### config.mk
export PLATFORM = sky130hd
export DESIGN_NAME = mac_operand_sequencer_flat
export DESIGN_NICKNAME = d
export VERILOG_FILES = /design/src/rtl/mac_operand_sequencer_if.sv /design/src/rtl/mac_operand_sequencer.sv /design/src/flat_wrapper.sv
export SDC_FILE = /design/constraint.sdc
export NUM_CORES = 1
export LEC_CHECK = 0
export CAP_MARGIN = 15
export CORE_MARGIN = 2
export CORE_UTILIZATION = 55
export CTS_CLUSTER_DIAMETER = 40
export DETAILED_ROUTE_END_ITERATION = 8
export PLACE_DENSITY_LB_ADDON = 0.1
export SKIP_CTS_REPAIR_TIMING = 1
export SLEW_MARGIN = 15
export SYNTH_ARGS = -nofsm -noshare
export SYNTH_HDL_FRONTEND = slang
export SYNTH_SLANG_ARGS = --single-unit
### constraint.sdc
create_clock -name clk -period 4 [get_ports clk]
set_clock_uncertainty 0.2 [all_clocks]
set_input_delay 0.6 -clock clk [delete_from_list [all_inputs] [get_ports clk]]
set_output_delay 0.6 -clock clk [all_outputs]
set_load 0.01 [all_outputs]
### src/rtl/mac_operand_sequencer_if.sv
// Host-side bus of the MAC operand sequencer: operand write channel, run control and result.
// master = host, slave = sequencer.
interface mac_operand_sequencer_if;
  logic        wr_valid;
  logic        wr_ready;
  logic [7:0]  wr_ai;
  logic [7:0]  wr_xi;
  logic        start;
  logic        busy;
  logic        start_err;
  logic [15:0] result;
  logic        result_valid;

  modport master (
    output wr_valid, wr_ai, wr_xi, start,
    input  wr_ready, busy, start_err, result, result_valid
  );

  modport slave (
    input  wr_valid, wr_ai, wr_xi, start,
    output wr_ready, busy, start_err, result, result_valid
  );
endinterface

### src/rtl/mac_operand_sequencer.sv
// Buffers up to DEPTH (ai,xi) pairs, streams them into a Product_Sum MAC one per cycle on start,
// flags the final pair as last and captures the MAC sum into a registered result.
module mac_operand_sequencer #(
  parameter int DEPTH = 8,
  parameter int CNT_W = 4
) (
  input  logic                    clk,
  input  logic                    reset,
  mac_operand_sequencer_if.slave  host,
  output logic [7:0]              o_mac_ai,
  output logic [7:0]              o_mac_xi,
  output logic                    o_mac_last,
  input  logic [15:0]             i_mac_result
);

  localparam int AW = (DEPTH > 1) ? $clog2(DEPTH) : 1;

  typedef enum logic [1:0] {
    S_IDLE,
    S_STREAM,
    S_CAPTURE
  } state_t;

  state_t           r_state;
  logic [CNT_W-1:0] r_count;
  logic [CNT_W-1:0] r_rd_ptr;
  logic [7:0]       r_ai_mem [2**AW];
  logic [7:0]       r_xi_mem [2**AW];
  logic [7:0]       r_mac_ai;
  logic [7:0]       r_mac_xi;
  logic             r_mac_last;
  logic             r_busy;
  logic             r_start_err;
  logic [15:0]      r_result;
  logic             r_result_valid;

  logic             w_wr_ready;
  logic             w_wr_fire;
  logic [CNT_W-1:0] w_count_eff;
  logic [7:0]       w_first_ai;
  logic [7:0]       w_first_xi;

  assign w_wr_ready  = (r_state == S_IDLE) && (r_count < CNT_W'(DEPTH));
  assign w_wr_fire   = host.wr_valid & w_wr_ready;
  assign w_count_eff = r_count + {{(CNT_W-1){1'b0}}, w_wr_fire};

  // A write landing on the same edge as start into an empty buffer is pair 0; bypass the memory.
  assign w_first_ai  = (r_count == '0) ? host.wr_ai : r_ai_mem[0];
  assign w_first_xi  = (r_count == '0) ? host.wr_xi : r_xi_mem[0];

  always_ff @(posedge clk) begin
    if (w_wr_fire) begin
      r_ai_mem[r_count[AW-1:0]] <= host.wr_ai;
      r_xi_mem[r_count[AW-1:0]] <= host.wr_xi;
    end
  end

  always_ff @(posedge clk or posedge reset) begin
    if (reset) begin
      r_state        <= S_IDLE;
      r_count        <= '0;
      r_rd_ptr       <= '0;
      r_mac_ai       <= '0;
      r_mac_xi       <= '0;
      r_mac_last     <= 1'b0;
      r_busy         <= 1'b0;
      r_start_err    <= 1'b0;
      r_result       <= '0;
      r_result_valid <= 1'b0;
    end else begin
      r_start_err    <= 1'b0;
      r_result_valid <= 1'b0;
      case (r_state)
        S_IDLE: begin
          r_count <= w_count_eff;
          if (host.start) begin
            if (w_count_eff != '0) begin
              r_state    <= S_STREAM;
              r_busy     <= 1'b1;
              r_mac_ai   <= w_first_ai;
              r_mac_xi   <= w_first_xi;
              r_mac_last <= (w_count_eff == CNT_W'(1));
              r_rd_ptr   <= CNT_W'(1);
            end else begin
              r_start_err <= 1'b1;
            end
          end
        end
        S_STREAM: begin
          if (r_mac_last) begin
            // Idle cycles must feed zeros so the accumulator only ever adds zero between runs.
            r_state    <= S_CAPTURE;
            r_mac_ai   <= '0;
            r_mac_xi   <= '0;
            r_mac_last <= 1'b0;
          end else begin
            r_mac_ai   <= r_ai_mem[r_rd_ptr[AW-1:0]];
            r_mac_xi   <= r_xi_mem[r_rd_ptr[AW-1:0]];
            r_mac_last <= (r_rd_ptr == r_count - CNT_W'(1));
            r_rd_ptr   <= r_rd_ptr + CNT_W'(1);
          end
        end
        S_CAPTURE: begin
          r_result       <= i_mac_result;
          r_result_valid <= 1'b1;
          r_count        <= '0;
          r_rd_ptr       <= '0;
          r_busy         <= 1'b0;
          r_state        <= S_IDLE;
        end
        default: begin
          r_state <= S_IDLE;
        end
      endcase
    end
  end

  assign host.wr_ready     = w_wr_ready;
  assign host.busy         = r_busy;
  assign host.start_err    = r_start_err;
  assign host.result       = r_result;
  assign host.result_valid = r_result_valid;

  assign o_mac_ai   = r_mac_ai;
  assign o_mac_xi   = r_mac_xi;
  assign o_mac_last = r_mac_last;

endmodule

### src/flat_wrapper.sv
// flat-port wrapper written by rule: the top's interface ports become plain ports
module mac_operand_sequencer_flat 
#(
  parameter int DEPTH = 8,
  parameter int CNT_W = 4
)
  (clk, reset, o_mac_ai, o_mac_xi, o_mac_last, i_mac_result, host_wr_valid, host_wr_ai, host_wr_xi, host_start, host_wr_ready, host_busy, host_start_err, host_result, host_result_valid);
  mac_operand_sequencer_if host_i ();
  input  logic clk;
  input  logic reset;
  output logic [7:0] o_mac_ai;
  output logic [7:0] o_mac_xi;
  output logic o_mac_last;
  input  logic [15:0] i_mac_result;
  input wire logic [$bits(host_i.wr_valid)-1:0] host_wr_valid;
  input wire logic [$bits(host_i.wr_ai)-1:0] host_wr_ai;
  input wire logic [$bits(host_i.wr_xi)-1:0] host_wr_xi;
  input wire logic [$bits(host_i.start)-1:0] host_start;
  output wire logic [$bits(host_i.wr_ready)-1:0] host_wr_ready;
  output wire logic [$bits(host_i.busy)-1:0] host_busy;
  output wire logic [$bits(host_i.start_err)-1:0] host_start_err;
  output wire logic [$bits(host_i.result)-1:0] host_result;
  output wire logic [$bits(host_i.result_valid)-1:0] host_result_valid;
  assign host_i.wr_valid = host_wr_valid;
  assign host_i.wr_ai = host_wr_ai;
  assign host_i.wr_xi = host_wr_xi;
  assign host_i.start = host_start;
  assign host_wr_ready = host_i.wr_ready;
  assign host_busy = host_i.busy;
  assign host_start_err = host_i.start_err;
  assign host_result = host_i.result;
  assign host_result_valid = host_i.result_valid;
  mac_operand_sequencer #(.DEPTH(DEPTH), .CNT_W(CNT_W)) u_core (.clk(clk), .reset(reset), .host(host_i), .o_mac_ai(o_mac_ai), .o_mac_xi(o_mac_xi), .o_mac_last(o_mac_last), .i_mac_result(i_mac_result));
endmodule
==> run summary <==
Highest-delay cell along the critical path: a2111oi_4
Capture point of the worst reg-to-reg path: u_core.o_mac_xi[6]
Most used flip-flop cell after synthesis: edfxtp_1
Number of input and output port buffers inserted: 72
Residual DRC count: 0
Most frequent cell after synthesis: edfxtp_1
Critical Setup Path Class: reg -> reg
Floorplan row count: 41
Hold violation total from the final report: 0
Leading cell types by total area after synthesis: edfxtp_1 53%, dfrtp_1 16%, mux4_2 9.9%
Number of antenna violations at the first check in global routing: 0
Vias per std cell: 5.81
Clock transition time at the flip-flop clock pins of the worst setup and hold paths: 0.07 ns
Clock root buffer: clkbuf_16
Maximum clock frequency: 272 MHz
Total power consumption of the routed design: 0.00638 W
Detailed-route via count: 3945
Clock Sinks: 174
Die extent in y: 119 um
Count of cell types in the netlist: 45
Path class of the lowest-slack min-delay path: in -> async
Number of primary I/O pins: 73
Critical path capture point: u_core.o_mac_xi[6]
Post-DRT Antenna Nets: 0
Most used routing layer in global routing: met2
Avg Cell Area, Syn: 18.0 um^2
Slew margin rel.: 33.6%
RSZ-0062 raised after global routing: no
Max-cap violations: 0
Core ar.: 12700 um^2
Setup TNS: 0 ns
Number of buffers on the longest clock path: 2
Mapped cell area: 7250 um^2
Placed insts: 646
Worst r2r src: u_core.r_state[0]
Data arrival time of the critical path: 3.79 ns
Cell type contributing the most total cell area after synthesis: edfxtp_1
Leak: 3.13 nW
Post-route worst setup slack: 0.317 ns
Number of failing setup endpoints in the final timing report: 0
Non-filler instance count after layout: 679
Overall global routing resource usage: 21.8%
Area share of the largest cell type after synthesis: 53.0%
Synthesized netlist net count: 448
Crit Path Max Fanout: 17
Total clock buffers created by CTS: 17
Worst endpoint required time: 4.10 ns
Synth async-reset ratio: 26.4%
Via count of the first global-routing pass: 4137
Slowest stage delay, CP: 0.42 ns
Worst-Margin Slew: 0.996 ns
Worst IR Drop VDD: 0.000551 V
Start point of the critical path: u_core.r_state[0]
Setup slack of the worst register-to-register path: 0.32 ns
CTS tree: done
Htree depth: 4
Routability-driven placement congestion ratio: 0.798
Final routed wirelength across all metal layers: 14400 um
Cell Chain, Critical Path: inv_1 -> ha_1 -> inv_1 -> nor2_1 -> and2_1 -> ha_1 -> ha_1 -> nand2_1 -> a2111oi_4 -> nor3_2 -> mux2_4 -> mux2_4
Largest net degree at the start of global routing: 47
Clock network latency to the later pin of the worst-skew pair: 0.42 ns
Met2 usage: 35.7%
Cells after Synth: 403
Final slew viol count: 0
Die Area: 14100 um^2
Gate family responsible for the most delay along the worst path: adder cells
Total buffers and inverters traversed by the critical path: 2
Most instantiated cells after synthesis: 128 x edfxtp_1, 46 x dfrtp_1, 32 x mux4_2, 23 x mux2_2, 19 x o21ai_0
Cell count along the critical path: 12
Width of the die: 119 um
Post-placement setup slack: 0.384 ns
Placed wire-length estimate after detailed placement: 8890 um
Initial core utilization: 57.0%
Result of the run: complete, no violations
Routed length per instance: 21.2 um
Final Cycle Share: 92.1%
Worst setup SP type: flip-flop
Yosys synthesis warning count: 0
Cell area power density: 726 nW/um^2
Met3 Resource Use GR: 5.41%
N_diodes: 0
Number of cells on the worst reg-to-reg path: 12
Number of flops mapped to enable cells by yosys: 128
Synth-to-layout area growth: 21.4%
Met1 global-route usage: 29.7%
Drt first pass iters: 5
Shortest period the worst path allows: 3.68 ns
Most used cell along the critical path: ha_1
GRT overflow: 0
Critical Path End Type: flip-flop
Seq cells post-synth: 174
Violation count after the first detailed-route iteration: 336
Portion of the post-synthesis area used by sequential elements: 68.9%
Proportion of layout cells with a drive suffix above 1: 25.4%
Global-route wire length before repair: 23000 um
Net count, final: 539
placed cells by master, fill, tap and decap left out, types with 2 or more instances in the layout:
| cell | instances |
|---|---|
| xnor2_1 | 5 |
| buf_4 | 18 |
| xor2_1 | 2 |
| ha_1 | 9 |
| edfxtp_1 | 128 |
| nor2_1 | 15 |
| mux2_4 | 11 |
| a21oi_1 | 6 |
| o21ai_0 | 19 |
| clkbuf_16 | 17 |
| a22oi_1 | 16 |
| nor3_2 | 3 |
| mux2_2 | 23 |
| inv_1 | 10 |
| clkinv_2 | 3 |
| dfrtp_1 | 45 |
| nand2_1 | 10 |
| nand2b_1 | 2 |
| o31ai_1 | 3 |
| inv_6 | 4 |
| inv_8 | 2 |
| o2bb2ai_1 | 2 |
| o211ai_1 | 2 |
| clkdlybuf4s50_1 | 72 |
| clkinvlp_4 | 3 |
| mux4_2 | 32 |
| nor3_1 | 2 |
| mux2i_1 | 18 |
cell type report:
type | count | area, um^2
inverters | 11 | 41.3
well taps | 172 | 215
clock buffers | 19 | 443
clock inverters | 13 | 104
fillers | 862 | 3930
multi-input cells | 199 | 2120
repair buffers | 91 | 876
flip-flops and latches | 174 | 5000
registers in the layout, summed over array words and instances (netlist names):
register                  flops
u_core.r_count                4
u_core.o_mac_xi               8
u_core.o_mac_last             1
u_core.o_mac_ai               8
u_core.host.start_err         1
u_core.r_rd_ptr               4
u_core.host.result_valid      1
u_core.r_xi_mem              64
u_core.r_state                2
u_core.host.busy              1
u_core.host.result           16
u_core.r_ai_mem              64
worst min path at each step:
stage	from	to
after global routing	reset	u_core.o_mac_ai[7]
after detailed placement	u_core.host.result[14]	u_core.host.result[14]
final	reset	u_core.o_mac_ai[7]
after global placement	u_core.host.result[1]	u_core.host.result[1]
after floorplan	u_core.r_rd_ptr[3]	u_core.r_rd_ptr[3]
after CTS	u_core.host.result[14]	u_core.host.result[14]
cell families after synthesis:
logic type / share of synthesized area, %
simple gates: 3.07
xor+xnor: 0.846
flops: 68.9
fa+ha+maj: 1.55
compound gates: 5.35
buf+inv: 1.95
mux: 18.3
power by group:
| part | total, W | internal (W) | switching (W) |
|---|---|---|---|
| Sequential | 0.00253 | 0.00228 | 0.000256 |
| Clock | 0.00152 | 0.000824 | 0.000695 |
| Combinational | 0.00233 | 0.00127 | 0.00106 |
metal layers:
layer | share of wire [%] | up-vias
met4 | 0.96 | 0
met2 | 51 | 123
met3 | 5.6 | 9
met1 | 42 | 2041
met5 | 0 | -
li1 | - | 1772
stage by stage:
step | area (um^2) | hold WS (ns) | util (%)
after floorplan | 7250 | 0.272 | -
after global placement | 8230 | 0.288 | 64.7
after detailed placement | 8230 | 0.294 | 64.7
after CTS | 8770 | 0.308 | 69.0
after global routing | 8790 | 0.321 | 69.1
final | 8790 | 0.296 | 69.1
Note: power is estimated with default switching activity, not from simulation.
